`src/rtl/pipeline_sort_n_if.sv`:
```
// rtl/pipeline_sort_n_if.sv - client/sort handshake bundle for the streaming sorter
interface pipeline_sort_n_if #(
  parameter int DATA_WIDTH = 8,
  parameter int NUM_ELEMS  = 8
);
  logic                            client_val;
  logic                            client_rdy;
  logic [NUM_ELEMS*DATA_WIDTH-1:0] client_data;
  logic                            client_desc;
  logic                            sort_val;
  logic                            sort_rdy;
  logic [NUM_ELEMS*DATA_WIDTH-1:0] sort_data;

  modport master (
    output client_val, client_data, client_desc, sort_rdy,
    input  client_rdy, sort_val, sort_data
  );

  modport slave (
    input  client_val, client_data, client_desc, sort_rdy,
    output client_rdy, sort_val, sort_data
  );
endinterface

```
`src/rtl/pipeline_sort_n.sv`:
```
// rtl/pipeline_sort_n.sv - pipelined odd-even transposition sorter, one beat per cycle
module pipeline_sort_n #(
  parameter int DATA_WIDTH = 8,
  parameter int NUM_ELEMS  = 8,
  parameter int SIGNED     = 0
) (
  input logic              clk,
  input logic              rst,
  pipeline_sort_n_if.slave bus
);
  localparam int NW = NUM_ELEMS * DATA_WIDTH;

  logic [NW-1:0]          st_data [NUM_ELEMS];
  logic [NUM_ELEMS-1:0]   st_val;
  // The last stage never compares, so it carries no direction bit.
  logic [NUM_ELEMS-2:0]   st_desc;
  logic [NW-1:0]          nxt     [NUM_ELEMS];
  logic                   adv;

  function automatic logic gt(input logic [DATA_WIDTH-1:0] a, input logic [DATA_WIDTH-1:0] b);
    if (SIGNED != 0) return $signed(a) > $signed(b);
    else             return a > b;
  endfunction

  function automatic logic [NW-1:0] cx(input logic [NW-1:0] d, input logic desc, input logic odd);
    logic [NW-1:0]         r;
    logic [DATA_WIDTH-1:0] a;
    logic [DATA_WIDTH-1:0] b;
    logic                  swap;
    r = d;
    for (int j = 0; j < NUM_ELEMS - 1; j++) begin
      if ((j % 2 == 1) == odd) begin
        a    = r[j*DATA_WIDTH +: DATA_WIDTH];
        b    = r[(j+1)*DATA_WIDTH +: DATA_WIDTH];
        swap = desc ? gt(b, a) : gt(a, b);
        if (swap) begin
          r[j*DATA_WIDTH +: DATA_WIDTH]     = b;
          r[(j+1)*DATA_WIDTH +: DATA_WIDTH] = a;
        end
      end
    end
    return r;
  endfunction

  assign adv            = ~st_val[NUM_ELEMS-1] | bus.sort_rdy;
  assign bus.client_rdy = adv & ~rst;
  assign bus.sort_val   = st_val[NUM_ELEMS-1];
  assign bus.sort_data  = st_data[NUM_ELEMS-1];

  always_comb begin
    nxt[0] = cx(bus.client_data, bus.client_desc, 1'b0);
    for (int k = 1; k < NUM_ELEMS; k++) begin
      nxt[k] = cx(st_data[k-1], st_desc[k-1], (k % 2) == 1);
    end
  end

  // Whole pipeline moves in lockstep; bubbles stay where they are.
  always_ff @(posedge clk) begin
    if (rst) begin
      st_val  <= '0;
      st_desc <= '0;
      for (int k = 0; k < NUM_ELEMS; k++) st_data[k] <= '0;
    end else if (adv) begin
      st_val[0]  <= bus.client_val & bus.client_rdy;
      st_desc[0] <= bus.client_desc;
      st_data[0] <= nxt[0];
      for (int k = 1; k < NUM_ELEMS; k++) begin
        st_val[k]  <= st_val[k-1];
        st_data[k] <= nxt[k];
      end
      for (int k = 1; k < NUM_ELEMS - 1; k++) st_desc[k] <= st_desc[k-1];
    end
  end
endmodule

```
`src/flat_wrapper.sv`:
```
// flat-port wrapper written by rule: the top's interface ports become plain ports
module pipeline_sort_n_flat 
#(
  parameter int DATA_WIDTH = 8,
  parameter int NUM_ELEMS  = 8,
  parameter int SIGNED     = 0
)
  (clk, rst, bus_client_val, bus_client_data, bus_client_desc, bus_sort_rdy, bus_client_rdy, bus_sort_val, bus_sort_data);
  pipeline_sort_n_if #(.DATA_WIDTH(DATA_WIDTH), .NUM_ELEMS(NUM_ELEMS)) bus_i ();
  input logic clk;
  input logic rst;
  input wire logic [$bits(bus_i.client_val)-1:0] bus_client_val;
  input wire logic [$bits(bus_i.client_data)-1:0] bus_client_data;
  input wire logic [$bits(bus_i.client_desc)-1:0] bus_client_desc;
  input wire logic [$bits(bus_i.sort_rdy)-1:0] bus_sort_rdy;
  output wire logic [$bits(bus_i.client_rdy)-1:0] bus_client_rdy;
  output wire logic [$bits(bus_i.sort_val)-1:0] bus_sort_val;
  output wire logic [$bits(bus_i.sort_data)-1:0] bus_sort_data;
  assign bus_i.client_val = bus_client_val;
  assign bus_i.client_data = bus_client_data;
  assign bus_i.client_desc = bus_client_desc;
  assign bus_i.sort_rdy = bus_sort_rdy;
  assign bus_client_rdy = bus_i.client_rdy;
  assign bus_sort_val = bus_i.sort_val;
  assign bus_sort_data = bus_i.sort_data;
  pipeline_sort_n #(.DATA_WIDTH(DATA_WIDTH), .NUM_ELEMS(NUM_ELEMS), .SIGNED(SIGNED)) u_core (.clk(clk), .rst(rst), .bus(bus_i));
endmodule
```
`config.mk`:
```
export PLATFORM = sky130hd
export DESIGN_NAME = pipeline_sort_n_flat
export DESIGN_NICKNAME = d
export VERILOG_FILES = /design/src/rtl/pipeline_sort_n_if.sv /design/src/rtl/pipeline_sort_n.sv /design/src/flat_wrapper.sv
export SDC_FILE = /design/constraint.sdc
export NUM_CORES = 1
export LEC_CHECK = 0
export ABC_AREA = 1
export CAP_MARGIN = 0
export CORE_ASPECT_RATIO = 0.75
export CORE_MARGIN = 3
export CORE_UTILIZATION = 53
export CTS_CLUSTER_DIAMETER = 200
export DETAILED_ROUTE_END_ITERATION = 16
export GPL_TIMING_DRIVEN = 0
export PLACE_DENSITY = 0.68
export SYNTH_ARGS = -nofsm -noshare
export SYNTH_HDL_FRONTEND = slang
export SYNTH_SLANG_ARGS = --single-unit
export TNS_END_PERCENT = 10
```
`constraint.sdc`:
```
create_clock -name clk -period 12.8 [get_ports clk]
set_clock_uncertainty 0.05 [all_clocks]
set_input_delay 2.56 -clock clk [delete_from_list [all_inputs] [get_ports clk]]
set_output_delay 2.56 -clock clk [all_outputs]
set_load 0.01 [all_outputs]
```
==> impl.org <==
** Worst setup path
- The slowest stage of the critical path belongs to the cell clkdlybuf4s50_1.
- Crit-path most repeated cell :: clkdlybuf4s50_1
- The worst setup path is launched from an input port.
- Data arrival, critical path :: 4.40 ns
- The worst setup path is of the in2out kind.
- Required time at the worst-slack endpoint :: 10.19 ns
- Along the worst path, the maximum fanout reaches 10.
- Critical path's largest stage delay :: 0.57 ns
- STA classifies the critical path endpoint as an output pin.
- Ordered cell list for the critical path :: clkdlybuf4s50_1 > nor2_1 > nor2_4 > buf_2 > clkdlybuf4s50_1

** Synth
- Main combinational cell family by area after synthesis :: simple AND/OR/NAND/NOR gates
- The synthesized netlist devotes 8.69% of its cell area to compound gates.
- Post-synth EDFFs :: 512
- Mux contribution to synthesized area :: 0%
- Prevailing post-synth register cell :: edfxtp_1
- Counting flops and latches in the post-synthesis netlist gives 527.
- Synth unique cells :: 26
- Yosys attributes the largest share of cell area to edfxtp_1 (46%), ha_1 (8.5%), nand2_1 (8.4%).
- Netlist Area Pre-Place :: 0.0332 mm²
- Post-synthesis share of cell area spent on xor and xnor gates :: 0%
- Avg Synthesized Cell Area :: 8.26 µm²
- Synth Area in Simple Gates :: 24.6%
- Cell type with the largest total area after synthesis :: edfxtp_1
- Area share of the leading cell type in the synthesized netlist :: 46.4%
- For this run, the number of Yosys warnings is 0.
- When the netlist entered floorplanning its net count stood at 4309.
- For this run, the register share of the synthesized area comes to 47.3%.
- Synth Area in Adders :: 8.45%
- Cell count after synthesis :: 4016
- Proportion of register bits with asynchronous set or reset after synthesis :: 0%

** Global routing
- The first global-routing pass estimated 117 mm of wire.
- Across every metal layer, demand over resource in global routing totals 21.4%.
- Initial antenna violation count :: 0
- Pin count of the biggest net entering global routing :: 131
- Total congestion overflow after global routing :: 0
- The via count of the first global-routing pass is 23800.

** Floorplan
- The die is 223 µm tall.
- After floorplanning, the core was divided into 78 placement rows.
- Area of the core region :: 0.0612 mm²
- IO Count :: 135
- Chip width :: 295 µm
- Once the floorplan was initialized, standard cells occupied 54.2% of the core.
- The die covers 0.0656 mm².

** Pwr
- Power density over cell area :: 227 mW/mm²
- VDD sags by at most 110 µV.
- Cell leakage power :: 0.0178 µW

** Timing
- At the pin with the least slew margin, the transition time is 0.682 ns.
- PnR worst setup slack :: 5.79 ns
- Relative max-transition margin :: 54.5%
- After layout, the worst path uses 54.8% of the clock period.
- The final number of max-transition violations came to 0.
- Setup-violating endpoint count in the final report :: 0
- The hold violation count in the final report came to 0.
- Hold timing on the final database bottoms out at a slack of 0.418 ns.
- F_max :: 0.143 GHz
- Post-route minimum period :: 7.01 ns
- Setup repair after global routing left no endpoint under its margin.

** Clock tree
- At the later pin of the worst-skew pair, clock insertion delay measures 0.60 ns.
- Post-CTS Hold Fix Bufs :: 0
- TritonCTS created 53 clock buffers.
- In this run the clock root is driven by a clkbuf_16.
- The clock passes through at most 3 buffers.
- Once the clock tree was built, the resizer swapped 0 gates to a different size.
- TritonCTS built the clock tree.
- The clock net in this run drives a total of 527 sinks.
- After clock tree synthesis, the clock-pin slew on the worst setup and hold paths is 0.06 ns.
- Setup fix buffers added after clock tree synthesis :: 0
- The H-tree generated during clock tree synthesis spans 2 levels.

** Route
- The first TritonRoute pass finished after 5 iterations.
- Vias/cell :: 5.15
- Dividing the detail-routed wire length by the instance count gives 14.0 µm.
- The routed design has 70.5 mm of wire.
- The detailed router placed 26000 vias in this run.
- Detailed router's first-iteration violation count :: 1964
- Post-route DRC violation count :: 0
- Remaining number of nets flagged by the antenna check after routing :: 0

** Status
- Outcome :: finished, final reports clean

** Finish
- In the final design database the tool counted 4501 nets.
- In the layout the commonest cells are nand2_1 (742), inv_1 (621), nor2_1 (555).
- N_diodes :: 0
- Compared with the post-synthesis result, the final layout area differs by 12.4%.
- Count of placed standard cells in the final layout, fillers left out :: 5050
- With fillers left out, the area of the finished cells amounts to 0.0373 mm².
- Leaving out fill and tap cells, the most frequent cell in the layout is nand2_1.
- In the final layout, the share of cells above drive strength 1 is 10.5%.

** Place
- In this run the cell area measured after placement is 0.0356 mm².
- After legalization and detailed placement, the total HPWL measured 52.5 mm.
- Final weighted congestion in routability-driven placement :: 0.914
- Count of port buffers added during placement :: 133
- Pre-CTS worst setup slack :: 5.79 ns
- Including well taps, the total number of placed cells is 4953.

** Job
- Across the run, the number of max-cap violations was 0.

** Worst hold path
- Hold crit path type :: reg2reg
registers in the layout, summed over array words and instances, names as in the netlist:
signal	flops
u_core.st_val	8
u_core.st_desc	7
u_core.st_data	512
through the flow:
stage	power (µW)	TNS [ns]	util, %
final	8470	0	60.9
after global routing	9290	0	60.9
after CTS	8490	0	60.9
after detailed placement	6960	0	58.2
after global placement	6890	-0.549	58.0
after floorplan	6010	0	-
routing by layer:
layer / GRT usage, % / vias up / share of wire (%) / routed length (µm)
li1: - / 13500 / - / -
met1: 31.2 / 11700 / 48 / 34100
met2: 33.4 / 694 / 44 / 30700
met3: 2.72 / 99 / 5.5 / 3860
met4: 6.11 / 0 / 2.4 / 1710
met5: 0 / - / 0 / 0
synthesized netlist by cell type, types with 5 or more instances:
master      n
buf_6      15
edfxtp_1  512
a21o_1     28
nor2_2     32
ha_1      224
nor2_1    555
buf_2     186
inv_1     621
nand3_2    69
clkbuf_1    5
nand4_1    24
inv_2       5
o22ai_1    12
a21oi_1   504
nand2_2    27
dfxtp_1    15
nand2_1   742
buf_4      18
nand3_1   408
final timing paths:
path	start	endpoint	slack [ns]	depth (start not counted)
worst min-delay path	u_core.st_val[3]	u_core.st_val[4]	0.42	2
worst min register to register	u_core.st_val[3]	u_core.st_val[4]	0.42	2
worst max register to register	u_core.st_val[7]	u_core.st_data[1][21]	10.11	6
worst max-delay path	bus_sort_rdy	bus_client_rdy	5.79	5
where the power goes:
group          switching [µW]  leakage (µW)  internal (µW)  total, µW
Sequential                303       0.00617           2530       2840
Clock                     656      0.000803            844       1500
Combinational            2470        0.0108           1670       4140
Total                    3430        0.0178           5040       8470
worst max-delay path: cells and delay by family:
family,cells,cell delay (ns)
buf+inv,3,1.34
simple gates,2,0.49
cell families after synthesis:
family,count (synthesis)
AND/OR/NAND/NOR,1861
buffers and inverters,853
AO/OA/AOI/OAI,551
adder cells (fa/ha/maj),224
flip-flops,527
final cells by class:
type	count	area [µm²]
repair buffers	137	1440
clock buffers	64	1370
well taps	800	1000
flip-flops and latches	527	15700
multi-input cells	2636	13800
inverters	627	2350
fillers	5373	23900
clock inverters	33	288
plain buffers	226	1290
(Power assumes the default switching activity.)
